===== config.mk =====
export PLATFORM = sky130hd
export DESIGN_NAME = dma_axi_wr_drain_flat
export DESIGN_NICKNAME = d
export VERILOG_FILES = /design/src/rtl/dma_axi_wr_drain_if.sv /design/src/rtl/dma_axi_wr_drain.sv /design/src/flat_wrapper.sv
export SDC_FILE = /design/constraint.sdc
export NUM_CORES = 1
export LEC_CHECK = 0
export CAP_MARGIN = 20
export CORE_AREA = 2 2 138 140
export DETAILED_ROUTE_END_ITERATION = 8
export DIE_AREA = 0 0 140 142
export HOLD_SLACK_MARGIN = 0.02
export MAX_ROUTING_LAYER = met4
export PLACE_DENSITY = 0.71
export SYNTH_ARGS = -nofsm -noshare
export SYNTH_HDL_FRONTEND = slang
export SYNTH_SLANG_ARGS = --single-unit

===== constraint.sdc =====
create_clock -name clk -period 12.1 [get_ports clk]
set_input_delay 2.42 -clock clk [delete_from_list [all_inputs] [get_ports clk]]
set_output_delay 2.42 -clock clk [all_outputs]
set_load 0.01 [all_outputs]

===== src/rtl/dma_axi_wr_drain_if.sv =====
// AXI4 write-address, write-data and write-response channels used by the DMA write drain.
interface dma_axi_wr_drain_if #(
  parameter int DATA_WIDTH = 64,
  parameter int ADDR_WIDTH = 32
);
  logic                    awvalid;
  logic                    awready;
  logic [ADDR_WIDTH-1:0]   awaddr;
  logic [7:0]              awlen;
  logic [2:0]              awsize;
  logic [1:0]              awburst;
  logic                    wvalid;
  logic                    wready;
  logic [DATA_WIDTH-1:0]   wdata;
  logic [DATA_WIDTH/8-1:0] wstrb;
  logic                    wlast;
  logic                    bvalid;
  logic                    bready;
  logic [1:0]              bresp;

  modport master (
    output awvalid, awaddr, awlen, awsize, awburst,
    input  awready,
    output wvalid, wdata, wstrb, wlast,
    input  wready,
    input  bvalid, bresp,
    output bready
  );

  modport slave (
    input  awvalid, awaddr, awlen, awsize, awburst,
    output awready,
    input  wvalid, wdata, wstrb, wlast,
    output wready,
    output bvalid, bresp,
    input  bready
  );
endinterface


===== src/rtl/dma_axi_wr_drain.sv =====
// DMA write drain: pops FIFO beats and writes them as AXI4 INCR bursts that never
// cross 4 KB, issuing each burst only once the FIFO already holds all of its beats.
module dma_axi_wr_drain #(
  parameter int DATA_WIDTH = 64,
  parameter int ADDR_WIDTH = 32,
  parameter int FIFO_DEPTH = 16,
  parameter int MAX_BURST  = 16,
  parameter int LEN_WIDTH  = 16
) (
  input  logic                         clk,
  input  logic                         rst_n,
  input  logic                         start,
  input  logic [ADDR_WIDTH-1:0]        dst_addr,
  input  logic [LEN_WIDTH-1:0]         num_beats,
  output logic                         busy,
  output logic                         done,
  output logic                         err,
  output logic                         fifo_rd_en,
  input  logic [DATA_WIDTH-1:0]        fifo_dout,
  input  logic                         fifo_empty,
  input  logic [$clog2(FIFO_DEPTH):0]  fifo_ocup_cnt,
  dma_axi_wr_drain_if.master           axi
);

  localparam int BYTES = DATA_WIDTH / 8;
  localparam int SZ    = $clog2(BYTES);
  localparam logic [ADDR_WIDTH-1:0] ALIGN_MASK = ~ADDR_WIDTH'(BYTES - 1);

  typedef enum logic [2:0] {
    S_IDLE, S_CALC, S_AW_WAIT, S_AW, S_W, S_B, S_DONE
  } state_t;

  state_t                state;
  logic [ADDR_WIDTH-1:0] addr_q;
  logic [LEN_WIDTH-1:0]  rem_q;
  logic [8:0]            blen_q;
  logic [8:0]            beat_cnt;
  logic                  err_sticky;
  logic                  awvalid_q;
  logic [ADDR_WIDTH-1:0] awaddr_q;
  logic [7:0]            awlen_q;
  logic                  bready_q;

  logic in_w, wvalid, w_hs, last_beat, rem_last;

  // Burst length: smallest of remaining beats, MAX_BURST and the beats left before the 4 KB page ends.
  function automatic logic [8:0] burst_len(input logic [ADDR_WIDTH-1:0] a,
                                           input logic [LEN_WIDTH-1:0]  rem);
    logic [12:0] room;
    logic [31:0] b;
    room = (13'd4096 - {1'b0, a[11:0]}) >> SZ;
    b    = MAX_BURST;
    if (32'(room) < b) b = 32'(room);
    if (32'(rem) < b)  b = 32'(rem);
    return b[8:0];
  endfunction

  assign in_w       = (state == S_W);
  assign wvalid     = in_w & ~fifo_empty;
  assign w_hs       = wvalid & axi.wready;
  assign last_beat  = (beat_cnt == blen_q - 9'd1);
  assign rem_last   = (rem_q == LEN_WIDTH'(blen_q));

  assign fifo_rd_en  = w_hs;
  assign axi.wvalid  = wvalid;
  assign axi.wdata   = in_w ? fifo_dout : '0;
  assign axi.wstrb   = '1;
  assign axi.wlast   = in_w & last_beat;
  assign axi.awvalid = awvalid_q;
  assign axi.awaddr  = awaddr_q;
  assign axi.awlen   = awlen_q;
  assign axi.awsize  = 3'(SZ);
  assign axi.awburst = 2'b01;
  assign axi.bready  = bready_q;

  // Command address/length tracking (data only, no reset needed).
  always_ff @(posedge clk) begin
    case (state)
      S_IDLE: if (start) begin
        addr_q <= dst_addr & ALIGN_MASK;
        rem_q  <= num_beats;
      end
      S_CALC: blen_q <= burst_len(addr_q, rem_q);
      S_B: if (axi.bvalid && !axi.bresp[1]) begin
        addr_q <= addr_q + (ADDR_WIDTH'(blen_q) << SZ);
        rem_q  <= rem_q - LEN_WIDTH'(blen_q);
      end
      default: ;
    endcase
  end

  // Control FSM with registered outputs.
  always_ff @(posedge clk or negedge rst_n) begin
    if (!rst_n) begin
      state      <= S_IDLE;
      busy       <= 1'b0;
      done       <= 1'b0;
      err        <= 1'b0;
      err_sticky <= 1'b0;
      awvalid_q  <= 1'b0;
      awaddr_q   <= '0;
      awlen_q    <= '0;
      bready_q   <= 1'b0;
      beat_cnt   <= '0;
    end else begin
      case (state)
        S_IDLE: if (start) begin
          busy <= 1'b1;
          if (num_beats == '0) begin
            state <= S_DONE;
            done  <= 1'b1;
            err   <= 1'b0;
          end else begin
            state <= S_CALC;
          end
        end
        S_CALC: state <= S_AW_WAIT;
        S_AW_WAIT: if (32'(fifo_ocup_cnt) >= 32'(blen_q)) begin
          awvalid_q <= 1'b1;
          awaddr_q  <= addr_q;
          awlen_q   <= 8'(blen_q - 9'd1);
          beat_cnt  <= '0;
          state     <= S_AW;
        end
        S_AW: if (axi.awready) begin
          awvalid_q <= 1'b0;
          state     <= S_W;
        end
        S_W: if (w_hs) begin
          if (last_beat) begin
            bready_q <= 1'b1;
            state    <= S_B;
          end else begin
            beat_cnt <= beat_cnt + 9'd1;
          end
        end
        S_B: if (axi.bvalid) begin
          bready_q <= 1'b0;
          // SLVERR/DECERR aborts the rest of the command.
          if (axi.bresp[1]) begin
            err_sticky <= 1'b1;
            done       <= 1'b1;
            err        <= 1'b1;
            state      <= S_DONE;
          end else if (rem_last) begin
            done  <= 1'b1;
            err   <= err_sticky;
            state <= S_DONE;
          end else begin
            state <= S_CALC;
          end
        end
        S_DONE: begin
          done       <= 1'b0;
          err        <= 1'b0;
          busy       <= 1'b0;
          err_sticky <= 1'b0;
          state      <= S_IDLE;
        end
        default: state <= S_IDLE;
      endcase
    end
  end

endmodule


===== src/flat_wrapper.sv =====
// flat-port wrapper written by rule: the top's interface ports become plain ports
module dma_axi_wr_drain_flat 
#(
  parameter int DATA_WIDTH = 64,
  parameter int ADDR_WIDTH = 32,
  parameter int FIFO_DEPTH = 16,
  parameter int MAX_BURST  = 16,
  parameter int LEN_WIDTH  = 16
)
  (clk, rst_n, start, dst_addr, num_beats, busy, done, err, fifo_rd_en, fifo_dout, fifo_empty, fifo_ocup_cnt, axi_awvalid, axi_awaddr, axi_awlen, axi_awsize, axi_awburst, axi_awready, axi_wvalid, axi_wdata, axi_wstrb, axi_wlast, axi_wready, axi_bvalid, axi_bresp, axi_bready);
  dma_axi_wr_drain_if #(.DATA_WIDTH(DATA_WIDTH), .ADDR_WIDTH(ADDR_WIDTH)) axi_i ();
  input  logic clk;
  input  logic rst_n;
  input  logic start;
  input  logic [ADDR_WIDTH-1:0] dst_addr;
  input  logic [LEN_WIDTH-1:0] num_beats;
  output logic busy;
  output logic done;
  output logic err;
  output logic fifo_rd_en;
  input  logic [DATA_WIDTH-1:0] fifo_dout;
  input  logic fifo_empty;
  input  logic [$clog2(FIFO_DEPTH):0] fifo_ocup_cnt;
  output wire logic [$bits(axi_i.awvalid)-1:0] axi_awvalid;
  output wire logic [$bits(axi_i.awaddr)-1:0] axi_awaddr;
  output wire logic [$bits(axi_i.awlen)-1:0] axi_awlen;
  output wire logic [$bits(axi_i.awsize)-1:0] axi_awsize;
  output wire logic [$bits(axi_i.awburst)-1:0] axi_awburst;
  input wire logic [$bits(axi_i.awready)-1:0] axi_awready;
  output wire logic [$bits(axi_i.wvalid)-1:0] axi_wvalid;
  output wire logic [$bits(axi_i.wdata)-1:0] axi_wdata;
  output wire logic [$bits(axi_i.wstrb)-1:0] axi_wstrb;
  output wire logic [$bits(axi_i.wlast)-1:0] axi_wlast;
  input wire logic [$bits(axi_i.wready)-1:0] axi_wready;
  input wire logic [$bits(axi_i.bvalid)-1:0] axi_bvalid;
  input wire logic [$bits(axi_i.bresp)-1:0] axi_bresp;
  output wire logic [$bits(axi_i.bready)-1:0] axi_bready;
  assign axi_awvalid = axi_i.awvalid;
  assign axi_awaddr = axi_i.awaddr;
  assign axi_awlen = axi_i.awlen;
  assign axi_awsize = axi_i.awsize;
  assign axi_awburst = axi_i.awburst;
  assign axi_i.awready = axi_awready;
  assign axi_wvalid = axi_i.wvalid;
  assign axi_wdata = axi_i.wdata;
  assign axi_wstrb = axi_i.wstrb;
  assign axi_wlast = axi_i.wlast;
  assign axi_i.wready = axi_wready;
  assign axi_i.bvalid = axi_bvalid;
  assign axi_i.bresp = axi_bresp;
  assign axi_bready = axi_i.bready;
  dma_axi_wr_drain #(.DATA_WIDTH(DATA_WIDTH), .ADDR_WIDTH(ADDR_WIDTH), .FIFO_DEPTH(FIFO_DEPTH), .MAX_BURST(MAX_BURST), .LEN_WIDTH(LEN_WIDTH)) u_core (.clk(clk), .rst_n(rst_n), .start(start), .dst_addr(dst_addr), .num_beats(num_beats), .busy(busy), .done(done), .err(err), .fifo_rd_en(fifo_rd_en), .fifo_dout(fifo_dout), .fifo_empty(fifo_empty), .fifo_ocup_cnt(fifo_ocup_cnt), .axi(axi_i));
endmodule

==> impl_metrics.yaml, run 1 <==
run_status:
  outcome: "finished with violations"
  violations: "DRC"
cells_and_area:
  final_util: 0.542
  nNetsFinal: 1203
  layout-drive-gt1-share: 0.0440
  multi_input_area_um2: 3910
  regArea_um2: 3000
  area_growth_pct: 38.6
  final_common_cell: "clkdlybuf4s50_1"
  fillers: 1715
  most-common-layout-cells: "229 x clkdlybuf4s50_1, 162 x nand2_1, 67 x and3_1, 60 x o21ai_0, 55 x dfrtp_1"
  design_area_um2: 10000
global_route:
  grt_util_met1: 0.261
  antenna_found_initial: 1
  globalRouteOverflowTotal: 0
  grt_pass1_vias: 6735
  grt_max_degree: 80
  track_usage: 0.221
  grtUsageMet3: 0.0404
  gr-usage-met2: 0.392
  grt_busiest_layer: "met2"
  grt_pass1_wl_um: 34000
logic_synthesis:
  synth_edf_count: 54
  synth_adder_area_share: 0.0663
  seq_area_frac_synth: 0.416
  yosys_warnings: 0
  async_flop_share: 0.505
  synthCells: 828
  synth_xor_area_frac: 0.0595
  synth_mux_area_frac: 0.00833
  synth-seq-cells: 109
  synth_compound_area_frac: 0.138
  synth_top_family_by_area: "simple AND/OR/NAND/NOR gates"
  syn_area_um2: 7210
  synth_cell_types: 59
  synth_area_per_cell_um2: 8.71
  synth_top_flop_cell: "dfrtp_1"
  synthSimpleGateAreaFrac: 0.255
clock_tree:
  cts.hold.buffers_added: 0
  cts_buffers: 9
  cts.sinks: 109
  clock_tree.root_cell: "clkbuf_16"
  cts.htree.levels: 3
  cts_tree: "done"
  postCtsSetupBuffers: 0
  clkLatencyLatePin_ns: 0.35
  clk_pin_slew_ns: 0.07
  cts.path.max_buffers: 2
  cts_resized: 0
sta:
  fin_crit_ns: 6.21
  rsz0062_at_grt: "false"
  tns_ns: 0
  max_freq_mhz: 161
  hold_violations: 0
  worst_pin_slew_ns: 1.05
  setup_viol: 0
  relSlewSlack: 0.296
  skew_ns: 0.0114
  report.final.slew_viol_count: 0
  min_period_over_period: 0.514
  fin_ws_ns: 5.89
floorplan:
  start_util: 0.391
  io-pin-count: 251
  rows: 50
  core_um2: 18500
  die_area_um2: 19900
  die_h_um: 142
  die_w_um: 140
worst_setup_path:
  cp_max_fo: 5
  crit_family: "buffers and inverters"
  crit_top_cell: "clkdlybuf4s50_1"
  worstPathCellList: "clkdlybuf4s50_1, nor3_1, clkdlybuf4s50_1"
  path_buf_inv: 2
  cp_slowest_stage_delay_ns: 0.60
  end_kind: "primary output"
  critPathArrivalTime_ns: 3.79
  r2r-start: "u_core.addr_q[3]$_DFFE_PP_"
  cp-start-kind: "input pin"
  worstSetupStartpoint: "fifo_empty"
  required_ns: 9.68
  critPathSlowestCell: "clkdlybuf4s50_1"
  path_class: "in -> out"
  reg2reg_slack_ns: 8.34
placement:
  dpl_cell_area_um2: 9680
  pre_cts_ws_ns: 5.87
  globalplace.congestion: 0.876
  io_buffers: 230
  hpwl_um: 16400
routing:
  num_vias: 6735
  drtIter0Drc: 363
  viasPerCell: 5.26
  ant_nets: 0
  dr.pass1.iters: 8
  wl_um: 21700
  drcViolationCount: 13
  wl_per_cell_um: 17.0
pwr:
  ir_worst_vdd_mv: 0.109
  powerDensity_nw_per_um2: 170
  cellLeakagePower_nw: 4.17
worst_hold_path:
  hp-class: "reg -> reg"
  min-delay-start: "u_core.axi.awaddr[13]$_DFFE_PN0P_"
job:
  maxCapViolations: 0
worst paths after layout:
kind	endpoint	cells after the start
setup / recovery	fifo_rd_en	3
hold / removal	u_core.axi.awaddr[13]$_DFFE_PN0P_	2
setup reg to reg	u_core.blen_q[3]$_DFFE_PP_	13
hold reg to reg	u_core.axi.awaddr[13]$_DFFE_PN0P_	2
max in group asynchronous	u_core.err_sticky$_DFFE_PN0P_	2
min in group asynchronous	u_core.axi.awlen[0]$_DFFE_PN0P_	2
registers in the layout (all words and copies together), names as in the netlist, 3 cells and up:
signal / count
u_core.axi.awlen: 8
u_core.state: 3
u_core.rem_q: 16
u_core.blen_q: 9
u_core.beat_cnt: 9
u_core.axi.awaddr: 29
u_core.addr_q: 29
cells by family after synthesis:
kind of cell | Yosys count
and+or+nand+nor | 376
buffers and inverters | 89
DFF | 109
muxes | 6
adders and majority gates | 37
AOI/OAI and AO/OA | 160
xor gates and xnor gates | 49
other | 2
report_power, final:
part	switching (W)	leakage, nW	internal, W
Combinational	0.000422	2.80	0.000391
Sequential	0.0000854	1.21	0.000489
Clock	0.000138	0.151	0.000173
Total	0.000645	4.17	0.00105
through the flow:
| stage | power [W] | std cells | hold WS [ns] |
|---|---|---|---|
| finish | 0.00170 | 1280 | 0.475 |
| global route | 0.00182 | 1280 | 0.507 |
| CTS | 0.00171 | 1279 | 0.481 |
| detailed placement | 0.00139 | 1263 | 0.463 |
| global placement | 0.00138 | 1263 | 0.457 |
| floorplan | 0.00105 | 847 | 0.464 |
layout make-up:
cell class	instances	share of cell area
inverters	32	0.0120
diodes	1	0.000250
well taps	234	0.0293
clock buffers	11	0.0254
clock inverters	5	0.00563
flip-flops and latches	109	0.300
multi-input cells	649	0.391
repair buffers	239	0.237
per-layer routing:
metal | share of wire | vias to the layer above
li1 | - | 3332
met1 | 0.42 | 3133
met2 | 0.50 | 249
met3 | 0.060 | 21
met4 | 0.013 | 0
met5 | 0 | -
cell usage after synthesis, drive strengths merged (17+ instances only):
cell,number,share of area
o21ai,61,0.043
clkbuf,40,0.021
inv,32,0.017
buf,17,0.018
nand2,162,0.084
xnor2,35,0.043
a21oi,35,0.026
dfrtp,55,0.19
and3,67,0.058
nor2,47,0.024
ha,35,0.061
edfxtp,54,0.22
worst reg2reg max path, cell delays in order, from the launching register on:
cell,delay (ns)
edfxtp_1,0.44
inv_1,0.15
ha_1,0.19
or3b_2,0.46
a211oi_1,0.19
a21oi_1,0.09
nor2_1,0.32
nand2_1,0.13
ha_1,0.29
o21a_1,0.17
nor2_1,0.08
nor3_1,0.05
a21oi_1,0.72
mux2i_1,0.19
Power figures use the tool's default switching activity.
==> run 2: changes to the inputs <==
Settings changed: PLACE_DENSITY 0.71 to 0.74.
Clock period 12.1 ns to 5.3 ns, I/O delays scaled along.
==> run 2 against run 1 <==
  * The flow still finishes with violations (DRC)
  * Register-to-register slack worse by 6.9 ns
  * Non-clock buffer count unchanged
  * Clock skew up 0.0024 ns
  * Critical path depth up 6
  * Via count up 0.49%
  * Sequential power up 130%
  * Die area unchanged
  * Combinational power up 130%
  * Worst setup slack worse by 5.2 ns
  * Critical path type is now reg -> out
==> impl_metrics.yaml, run 2 (synthesis results as in run 1) <==
sta:
  rsz0062_at_grt: "false"
  tns_ns: 0
  skew_ns: 0.0138
  worst_pin_slew_ns: 1.11
  setup_viol: 0
  min_period_over_period: 0.869
  relSlewSlack: 0.254
  fin_crit_ns: 4.61
  hold_violations: 0
  report.final.slew_viol_count: 0
  max_freq_mhz: 217
worst_setup_path:
  end_kind: "primary output"
  required_ns: 4.24
  critPathSlowestCell: "clkdlybuf4s50_1"
  crit_top_cell: "xnor2_1"
  cp-start-kind: "flop"
  critPathArrivalTime_ns: 3.55
  worstSetupStartpoint: "u_core.blen_q[1]$_DFFE_PP_"
  r2r-start: "u_core.addr_q[4]$_DFFE_PP_"
  cp_max_fo: 8
  worstPathCellList: "inv_1, ha_1, xnor2_1, xnor2_1, a2111oi_0, nand4_1, o21bai_1, nor2_1, clkdlybuf4s50_1"
  cp_slowest_stage_delay_ns: 0.65
  path_class: "reg -> out"
  reg2reg_slack_ns: 1.42
run_status:
  violations: "DRC"
  outcome: "finished with violations"
cells_and_area:
  fillers: 1681
  area_growth_pct: 38.2
  final_util: 0.540
  nNetsFinal: 1203
  final_common_cell: "clkdlybuf4s50_1"
  most-common-layout-cells: "229 x clkdlybuf4s50_1, 162 x nand2_1, 67 x and3_1, 60 x o21ai_0, 55 x dfrtp_1"
  layout-drive-gt1-share: 0.0440
floorplan:
  die_w_um: 140
  io-pin-count: 251
  die_area_um2: 19900
  core_um2: 18500
  die_h_um: 142
  start_util: 0.391
  rows: 50
worst_hold_path:
  min-delay-start: "u_core.axi.awaddr[14]$_DFFE_PN0P_"
  hp-class: "reg -> reg"
pwr:
  total_power_w: 0.00386
  ir_worst_vdd_mv: 0.248
  powerDensity_nw_per_um2: 387
  cellLeakagePower_nw: 4.16
global_route:
  track_usage: 0.228
  globalRouteOverflowTotal: 0
  grt_pass1_vias: 6497
  grt_max_degree: 80
  grt_pass1_wl_um: 34100
  antenna_found_initial: 1
clock_tree:
  clk_pin_slew_ns: 0.08
  cts_buffers: 9
  cts.path.max_buffers: 2
  cts.sinks: 109
  cts.htree.levels: 3
  cts_resized: 0
  clkLatencyLatePin_ns: 0.37
  clock_tree.root_cell: "clkbuf_16"
  postCtsSetupBuffers: 0
  cts_tree: "done"
  cts.hold.buffers_added: 0
routing:
  ant_nets: 0
  drcViolationCount: 11
  drtIter0Drc: 441
  wl_um: 22300
  viasPerCell: 5.29
  dr.pass1.iters: 9
  num_vias: 6768
  wl_per_cell_um: 17.4
placement:
  io_buffers: 230
  globalplace.congestion: 0.912
  hpwl_um: 17000
job:
  maxCapViolations: 0
==> run 2: layout make-up <==
type,instances,area [µm²],share of cell area
clock inverter,6,43.8,0.00439
tap,234,293,0.0294
clock buffer,10,239,0.0240
sequential,109,3000,0.301
inverter,32,120,0.0120
antenna,1,2.50,0.000251
multi-input combinational,649,3910,0.392
timing repair buffer,239,2360,0.237
==> run 2: per-layer routing <==
metal	wire length, µm	share of wire	track usage	up-vias
met5	0	0	-	-
met4	518	0.023	0.0845	0
met3	1400	0.063	0.0448	26
met2	11400	0.51	0.402	244
met1	8940	0.40	0.259	3167
li1	-	-	-	3331
==> run 2: metrics by stage <==
step	instance area (µm²)	instances	setup WS, ns	hold slack (ns)
finish	9970	1280	0.694	0.475
global route	9970	1280	0.388	0.500
CTS	9960	1278	0.645	0.480
detailed placement	9680	1262	1.06	0.462
global placement	9680	1262	1.12	0.458
floorplan	7280	847	1.18	0.464
==> run 2: worst paths after layout <==
kind | to | cells after the start
max in group asynchronous | u_core.axi.bready$_DFFE_PN0P_ | 2
hold / removal | u_core.axi.awaddr[14]$_DFFE_PN0P_ | 2
hold reg to reg | u_core.axi.awaddr[14]$_DFFE_PN0P_ | 2
setup reg to reg | u_core.blen_q[1]$_DFFE_PP_ | 13
setup / recovery | axi_wlast | 9
min in group asynchronous | u_core.axi.awaddr[6]$_DFFE_PN0P_ | 2
==> run 2: worst max-delay path: cells and delay by family, from the launching register on <==
kind | cells | cell delay [ns]
DFF | 1 | 0.53
adders and majority gates | 1 | 0.37
buffers and inverters | 2 | 0.90
and+or+nand+nor | 2 | 0.37
xor gates and xnor gates | 2 | 0.30
AOI/OAI and AO/OA | 2 | 0.69
==> run 2: report_power, final <==
part	switching, W	internal, W
logic	0.000980	0.000893
registers	0.000197	0.00112
clock network	0.000339	0.000336
